--- src/rtl/cpu_step_ctrl.sv ---
// Turns raw step/run buttons into a single-cycle CPU clock enable, in STEP or RUN mode.
// Buttons are synchronised and debounced, and clk_en is registered; step_count counts issued enables.
module cpu_step_ctrl #(
   parameter int DEBOUNCE_CYCLES = 200000,
   parameter int RUN_DIV         = 1000000,
   parameter int CNT_W           = 32
) (
   input  logic             clk,
   input  logic             resetn,
   input  logic             btn_step,
   input  logic             btn_run,
   output logic             clk_en,
   output logic             run_mode,
   output logic [CNT_W-1:0] step_count
);

   localparam int DB_W  = $clog2(DEBOUNCE_CYCLES + 1);
   localparam int DIV_W = $clog2(RUN_DIV);
   localparam logic [DB_W-1:0]  DB_MAX  = DB_W'(DEBOUNCE_CYCLES);
   localparam logic [DIV_W-1:0] DIV_MAX = DIV_W'(RUN_DIV - 1);

   typedef enum logic {
      ST_STEP = 1'b0,
      ST_RUN  = 1'b1
   } state_t;

   // Bit 0 is the step button, bit 1 the run button.
   logic [1:0]      sync1;
   logic [1:0]      sync2;
   logic [1:0]      stable;
   logic [1:0]      stable_d;
   logic [DB_W-1:0] db_cnt [2];
   logic [1:0]      press;
   logic            step_press;
   logic            run_press;

   state_t           state;
   state_t           state_nxt;
   logic [DIV_W-1:0] div;
   logic [DIV_W-1:0] div_nxt;
   logic             clk_en_q;
   logic             clk_en_nxt;

   always_ff @(posedge clk) begin
      if (!resetn) begin
         sync1    <= '0;
         sync2    <= '0;
         stable   <= '0;
         stable_d <= '0;
         for (int i = 0; i < 2; i++) begin
            db_cnt[i] <= '0;
         end
      end else begin
         sync1    <= {btn_run, btn_step};
         sync2    <= sync1;
         stable_d <= stable;
         for (int i = 0; i < 2; i++) begin
            if (sync2[i] == stable[i]) begin
               db_cnt[i] <= '0;
            end else if (db_cnt[i] == DB_MAX) begin
               stable[i] <= sync2[i];
               db_cnt[i] <= '0;
            end else begin
               db_cnt[i] <= db_cnt[i] + DB_W'(1);
            end
         end
      end
   end

   assign press      = stable & ~stable_d;
   assign step_press = press[0];
   assign run_press  = press[1];

   always_ff @(posedge clk) begin
      if (!resetn) begin
         state    <= ST_STEP;
         div      <= '0;
         clk_en_q <= 1'b0;
      end else begin
         state    <= state_nxt;
         div      <= div_nxt;
         clk_en_q <= clk_en_nxt;
      end
   end

   // A run press always wins: it discards a coincident step press and kills a pending RUN pulse.
   always_comb begin
      state_nxt  = state;
      div_nxt    = div;
      clk_en_nxt = 1'b0;
      case (state)
         ST_STEP: begin
            if (run_press) begin
               state_nxt = ST_RUN;
               div_nxt   = '0;
            end else if (step_press) begin
               clk_en_nxt = 1'b1;
            end
         end
         ST_RUN: begin
            if (run_press) begin
               state_nxt = ST_STEP;
               div_nxt   = '0;
            end else if (div == DIV_MAX) begin
               div_nxt    = '0;
               clk_en_nxt = 1'b1;
            end else begin
               div_nxt = div + DIV_W'(1);
            end
         end
         default: begin
            state_nxt = ST_STEP;
            div_nxt   = '0;
         end
      endcase
   end

   always_ff @(posedge clk) begin
      if (!resetn) begin
         step_count <= '0;
      end else if (clk_en_q) begin
         step_count <= step_count + CNT_W'(1);
      end
   end

   // The CPU keeps getting clock edges while held in reset.
   assign clk_en   = clk_en_q | ~resetn;
   assign run_mode = (state == ST_RUN);

endmodule

--- config.mk ---
export PLATFORM = sky130hd
export DESIGN_NAME = cpu_step_ctrl
export DESIGN_NICKNAME = d
export VERILOG_FILES = /design/src/rtl/cpu_step_ctrl.sv
export SDC_FILE = /design/constraint.sdc
export NUM_CORES = 1
export LEC_CHECK = 0
export CORE_MARGIN = 2
export CORE_UTILIZATION = 48
export DETAILED_ROUTE_END_ITERATION = 10
export GPL_ROUTABILITY_DRIVEN = 0
export PLACE_DENSITY = 0.65
export SLEW_MARGIN = 20
export SYNTH_ARGS = -nofsm -noshare
export SYNTH_HDL_FRONTEND = slang
export SYNTH_SLANG_ARGS = --single-unit
--- constraint.sdc ---
create_clock -name clk -period 2.5 [get_ports clk]
set_input_delay 0.25 -clock clk [delete_from_list [all_inputs] [get_ports clk]]
set_output_delay 0.25 -clock clk [all_outputs]
set_load 0.1 [all_outputs]
==> results by group, run 1 <==
Clock network
  – Clk slew on worst S/H paths: 100 ps
  – Post-CTS sizing: 0
  – H-Tree Depth: 3
  – Clock sink total: a little under 100
  – Num CTS Buffers: 9
  – Hold Buf Count CTS: 0
  – Clock root buffer master: clkbuf_8
  – Postcts setup bufs: 0
  – Clock Path Buffers: 2
  – Worst-skew pair later-pin latency: about 370 ps
  – CTS tree: yes

Route
  – Via/cell ratio: around 5.2
  – Remaining DRCs: 0
  – DR pass1 iterations: 5
  – WL per Instance: 13.1 µm
  – Initial DRC Count: about 150
  – Final ANT Viol Nets: 0
  – Final WL: 9640 µm
  – Via count: slightly below 4000

Synth
  – Syn_area_per_cell: 9.41 µm²
  – Synth Flop Type: dfxtp_1
  – FF+latch count, synth: ~100
  – Number of synthesized flops with an enable pin: 36
  – Share of synthesized registers carrying an async set or reset: 0%
  – Area contributors post-synth: dfxtp_1 (25%), edfxtp_1 (22%), xor2_1 (7.3%)
  – Top-count cell post-synth: nor2_1
  – Register area share after synthesis: between 40% and 50%
  – Post-Syn Area: between 4000 and 5000 µm²
  – Netlist cell types: 47
  – YS warnings: 0
  – Area leader, netlist: dfxtp_1
  – Cells after synthesis: roughly 530
  – Post-synth top area share: between 20% and 30%
  – Top cells by count, synth: nor2_1 (77), dfxtp_1 (62), nand2_1 (44), nand3_1 (44), xor2_1 (41)

GRT
  – First-pass GRT wire length: between 15000 and 20000 µm
  – Vias in the first global route: ~3700
  – GRT Util Overall: 17.9%
  – Antenna violations before repair: 0
  – Gr ovfl total: 0
  – Largest net degree at the start of global routing: 37

STA
  – Fin Setup TNS: 0 ps
  – Tcrit/Tclk final: between 80% and 90%
  – Slew headroom: about half
  – Peak Freq: 476 MHz
  – Least-Margin Pin Slew: 731 ps
  – Slew Limit Fails: 0
  – Number of hold violations in the final report: 0
  – Minimum clock period: between 2000 and 2500 ps
  – Final clock skew: between 15 and 20 ps
  – RSZ-0062 raised after global routing: no
  – Final setup fails: 0

Pwr
  – Final Total Pwr: 2.77 mW
  – Leakage power: a little over 2 nW
  – Peak supply drop: between 0.0002 and 0.0003 V
  – Pwr Density: between 400 and 500 nW/µm²

Critical path
  – Max FO, Critical Path: 14
  – Setup crit end kind: flip-flop
  – CP arrival: between 2000 and 2500 ps
  – Setup CP Type: flip-flop to flip-flop
  – CP required: about 2800 ps
  – Startpoint Class: flip-flop

Final layout
  – Antenna cells: 0
  – Share of cells above drive strength 1: about an eighth
  – Post-layout util: ~56%
  – Area grow syn2layout: 14.5%
  – Final std cells w/o fill: about 740
  – Fillcell total: between 900 and 1000
  – Final #Nets: just over 600

Floorplanning
  – DIE HEIGHT: between 100 and 150 µm
  – Full die area: 11100 µm²
  – Core Rows: 37
  – Core Region: between 10000 and 15000 µm²
  – Initial core utilization: roughly half
  – I/O pin count: 38
  – Die W: between 100 and 150 µm

Placed design
  – Post-DP HPWL: 6820 µm
  – # port buffers: 37
  – Placed instance count: about 720

Worst hold path
  – Min-delay worst type: flip-flop to flip-flop

Run
  – Max-cap violations: 0

Status
  – Outcome: completed
-- worst max-delay path, stage by stage, from the launching register on --
cell and delay, ps:
dfxtp_1 360, ha_1 240, nand3_2 130, nor3_1 100, a21oi_2 490, nand2_1 280
o311ai_0 390
-- power by group --
part | internal (mW) | leakage [nW] | total (mW) | switching [mW]
Sequential | 1.68 | 0.872 | 1.71 | 0.0302
Clock | 0.371 | 0.0856 | 0.963 | 0.592
Combinational | 0.0360 | 1.08 | 0.0958 | 0.0599
-- placed cells by master (no fill, tap or decap), types with 8 or more instances in the layout --
| cell | n |
|---|---|
| nor3_1 | 11 |
| conb_1 | 36 |
| nor4_1 | 9 |
| edfxtp_1 | 36 |
| nand3_1 | 44 |
| nand2_1 | 44 |
| xnor2_1 | 20 |
| xor2_1 | 41 |
| and3_1 | 8 |
| and4_1 | 12 |
| and2_1 | 10 |
| nand4_1 | 31 |
| inv_1 | 12 |
| clkbuf_8 | 9 |
| nor2_1 | 77 |
| buf_4 | 44 |
| dfxtp_1 | 61 |
-- metal layers --
| layer | track usage, % | routed length (µm) | vias up |
|---|---|---|---|
| li1 | - | - | 1970 |
| met1 | 23.7 | 4710 | 1836 |
| met2 | 29.4 | 4540 | 53 |
| met3 | 2.54 | 255 | 8 |
| met4 | 7.52 | 142 | 0 |
| met5 | 0 | 0 | - |
-- sequential cells by signal (all words and copies together), names as in the netlist --
signal,flops
clk_en_q,1
stable_d,2
db_cnt,36
run_mode,1
step_count,32
div,20
stable,2
sync1,2
sync2,2
-- per-stage QoR --
stage | cell area [µm²] | setup WS [ps] | hold slack (ps)
after floorplan | 5070 | 31.0 | 377
after global placement | 5480 | 440 | 419
after detailed placement | 5480 | 417 | 422
after CTS | 5650 | 405 | 440
after global routing | 5650 | 250 | 453
final | 5650 | 398 | 429
-- final cells by class --
cell class                 count  area, µm²  share of cell area (%)
sequential                    98       2320                    41.1
clock buffer                   9        124                    2.19
multi-input combinational    427       2560                    45.2
clock inverter                 7       52.6                   0.930
timing repair buffer          48        380                    6.73
inverter                      12       45.0                   0.797
tap                          136        170                    3.01
-- path summary, 6_finish.rpt --
path	slack, ps	endpoint	start	depth (start not counted)
setup / recovery	400	div[14]	div[0]	6
hold / removal	430	sync2[1]	sync1[1]	1
setup reg to reg	400	div[14]	div[0]	6
hold reg to reg	430	sync2[1]	sync1[1]	1
-- kinds of logic (layout without fill, tap and decap cells) --
family | Yosys count | in the layout | share of synthesized area, %
mux | 5 | 5 | 1.01
compound gates | 37 | 37 | 4.84
buf+inv | 35 | 76 | 3.85
fa+ha+maj | 7 | 7 | 1.77
other cells | 1 | 36 | 0.0759
xor+xnor | 61 | 61 | 10.8
simple gates | 281 | 281 | 30.6
flops | 98 | 98 | 47.0
(Power assumes the default switching activity.)
==> inputs of run 2 (changes only) <==
PLACE_DENSITY = 0.67   (was 0.65)
clock period = 1.9 ns   (was 2.5 ns; I/O delays follow)
==> run 2 against run 1 <==
Against the previous run:
- sequential share of layout area shrank 1.6 points
- final cell count is 4.6% higher
- non-clock buffer count up 34
- sequential power up 30%
- global-route usage increased by 0.93 points
- clock power increased by 24%
- highest routed layer unchanged
==> results by group, run 2 (same netlist as run 1, synthesis figures left out) <==
Floorplanning
  – Initial core utilization: 48.7%
  – Die W: ~110 µm
  – I/O pin count: 38
  – Full die area: ~11000 µm²
  – Core Region: a little over 10000 µm²
  – DIE HEIGHT: 105 µm
  – Core Rows: 37

Critical path
  – Startpoint Class: flip-flop
  – CP arrival: 2080 ps
  – Setup CP Type: flip-flop to flip-flop
  – Setup crit end kind: flip-flop
  – Max FO, Critical Path: 9
  – CP required: 2190 ps
  – R2r setup slk: approximately 110 ps

STA
  – Final clock skew: between 10 and 15 ps
  – Minimum clock period: ~1800 ps
  – Number of hold violations in the final report: 0
  – Fin Setup TNS: 0 ps
  – Final WS setup: approximately 110 ps
  – Tcrit/Tclk final: between 90% and 100%
  – Final setup fails: 0
  – Slew Limit Fails: 0
  – Peak Freq: roughly 560 MHz

Final layout
  – Max FFs per register: 36
  – Post-layout util: between 50 and 60%
  – Largest reg by FF count: db_cnt
  – Area grow syn2layout: 22.5%
  – Antenna cells: 0
  – Most frequent cells in the layout: nor2_1 (77), buf_4 (76), nand2_1 (44), nand3_1 (44), xor2_1 (41)
  – Commonest non-fill, non-tap cell in the layout: nor2_1
  – Biggest regs: db_cnt (36), step_count (32), div (20)
  – Fillcell total: about 870
  – Final #Nets: about 640
  – Share of cells above drive strength 1: ~22%
  – Final std cells w/o fill: approximately 770

Route
  – Initial DRC Count: approximately 160
  – Via/cell ratio: between 5 and 6
  – Via count: 3954
  – Remaining DRCs: 0
  – Final ANT Viol Nets: 0
  – DR pass1 iterations: 4
  – Final WL: approximately 9800 µm
  – WL per Instance: between 10 and 15 µm

GRT
  – Gr ovfl total: 0
  – Antenna violations before repair: 0
  – Vias in the first global route: between 3000 and 4000
  – Largest net degree at the start of global routing: 37
  – GRT Util Overall: approximately a fifth
  – First-pass GRT wire length: around 17000 µm

Clock network
  – Clk slew on worst S/H paths: approximately 100 ps
  – Num CTS Buffers: 9
  – Clock sink total: between 90 and 100
  – Worst-skew pair later-pin latency: 370 ps
  – Clock Path Buffers: 2
  – CTS tree: yes
  – Postcts setup bufs: 0
  – H-Tree Depth: 3
  – Clock root buffer master: clkbuf_8

Placed design
  – Post-DP HPWL: approximately 7000 µm
  – Placed instance count: 755
  – # port buffers: 37
  – Dpl ws: 27.0 ps

Status
  – Outcome: completed

Pwr
  – Pwr Density: a little under 600 nW/µm²
  – Leakage power: approximately 2.3 nW
  – Peak supply drop: about 0.00037 V

Run
  – Max-cap violations: 0

Worst hold path
  – Min-delay worst type: flip-flop to flip-flop
==> run 2: cell types whose count changed in the layout (fill, tap and decap cells not counted), sizes merged <==
cell,before,now
buf,45,79
clkbuf,9,11
inv,15,12
clkinv,2,3
==> run 2: critical path, stage by stage (launching register included) <==
cell	delay [ps]
dfxtp_1	430
nor2b_1	110
and4_2	270
a21oi_4	270
or4b_1	460
a31oi_1	180
==> run 2: path summary, 6_finish.rpt <==
kind,endpoint,cells past startpoint,startpoint
worst max-delay path,div[8],5,div[10]
worst min-delay path,sync2[0],1,sync1[0]
worst max register to register,div[8],5,div[10]
worst min register to register,sync2[0],1,sync1[0]
==> run 2: routing by layer <==
metal / GRT usage [%] / share of wire, % / wire length [µm] / vias up
met4: 7.43 / 1.5 / 146 / 0
met1: 24.4 / 47 / 4660 / 1838
met2: 31.0 / 47 / 4620 / 58
met5: 0 / 0 / 0 / -
met3: 3.65 / 3.9 / 383 / 11
li1: - / - / - / 2047
==> run 2: report_power, final <==
part / internal (mW) / switching [mW] / total, mW
clock: 0.473 / 0.714 / 1.19
combinational: 0.0653 / 0.0951 / 0.160
sequential: 2.19 / 0.0314 / 2.22
total: 2.73 / 0.840 / 3.57
==> run 2: cell type report <==
type	count	area (µm²)	area share, %
multi-input cells	427	2630	43.5
flip-flops and latches	98	2390	39.5
repair buffers	82	652	10.8
well taps	136	170	2.81
clock buffers	11	131	2.17
inverters	12	45.0	0.744
clock inverters	5	32.5	0.538
==> run 2: stage by stage <==
stage	area (µm²)	hold slack (ps)	total power, mW
after floorplan	5140	317	2.37
after global placement	5810	421	2.42
after detailed placement	5810	424	2.42
after CTS	5970	438	3.61
after global routing	6050	437	3.73
final	6050	433	3.57
==> run 2: timing repair <==
item,CTS,global route
setup endpoints to repair,0,55
hold buffers,0,0
gates resized for setup,0,15
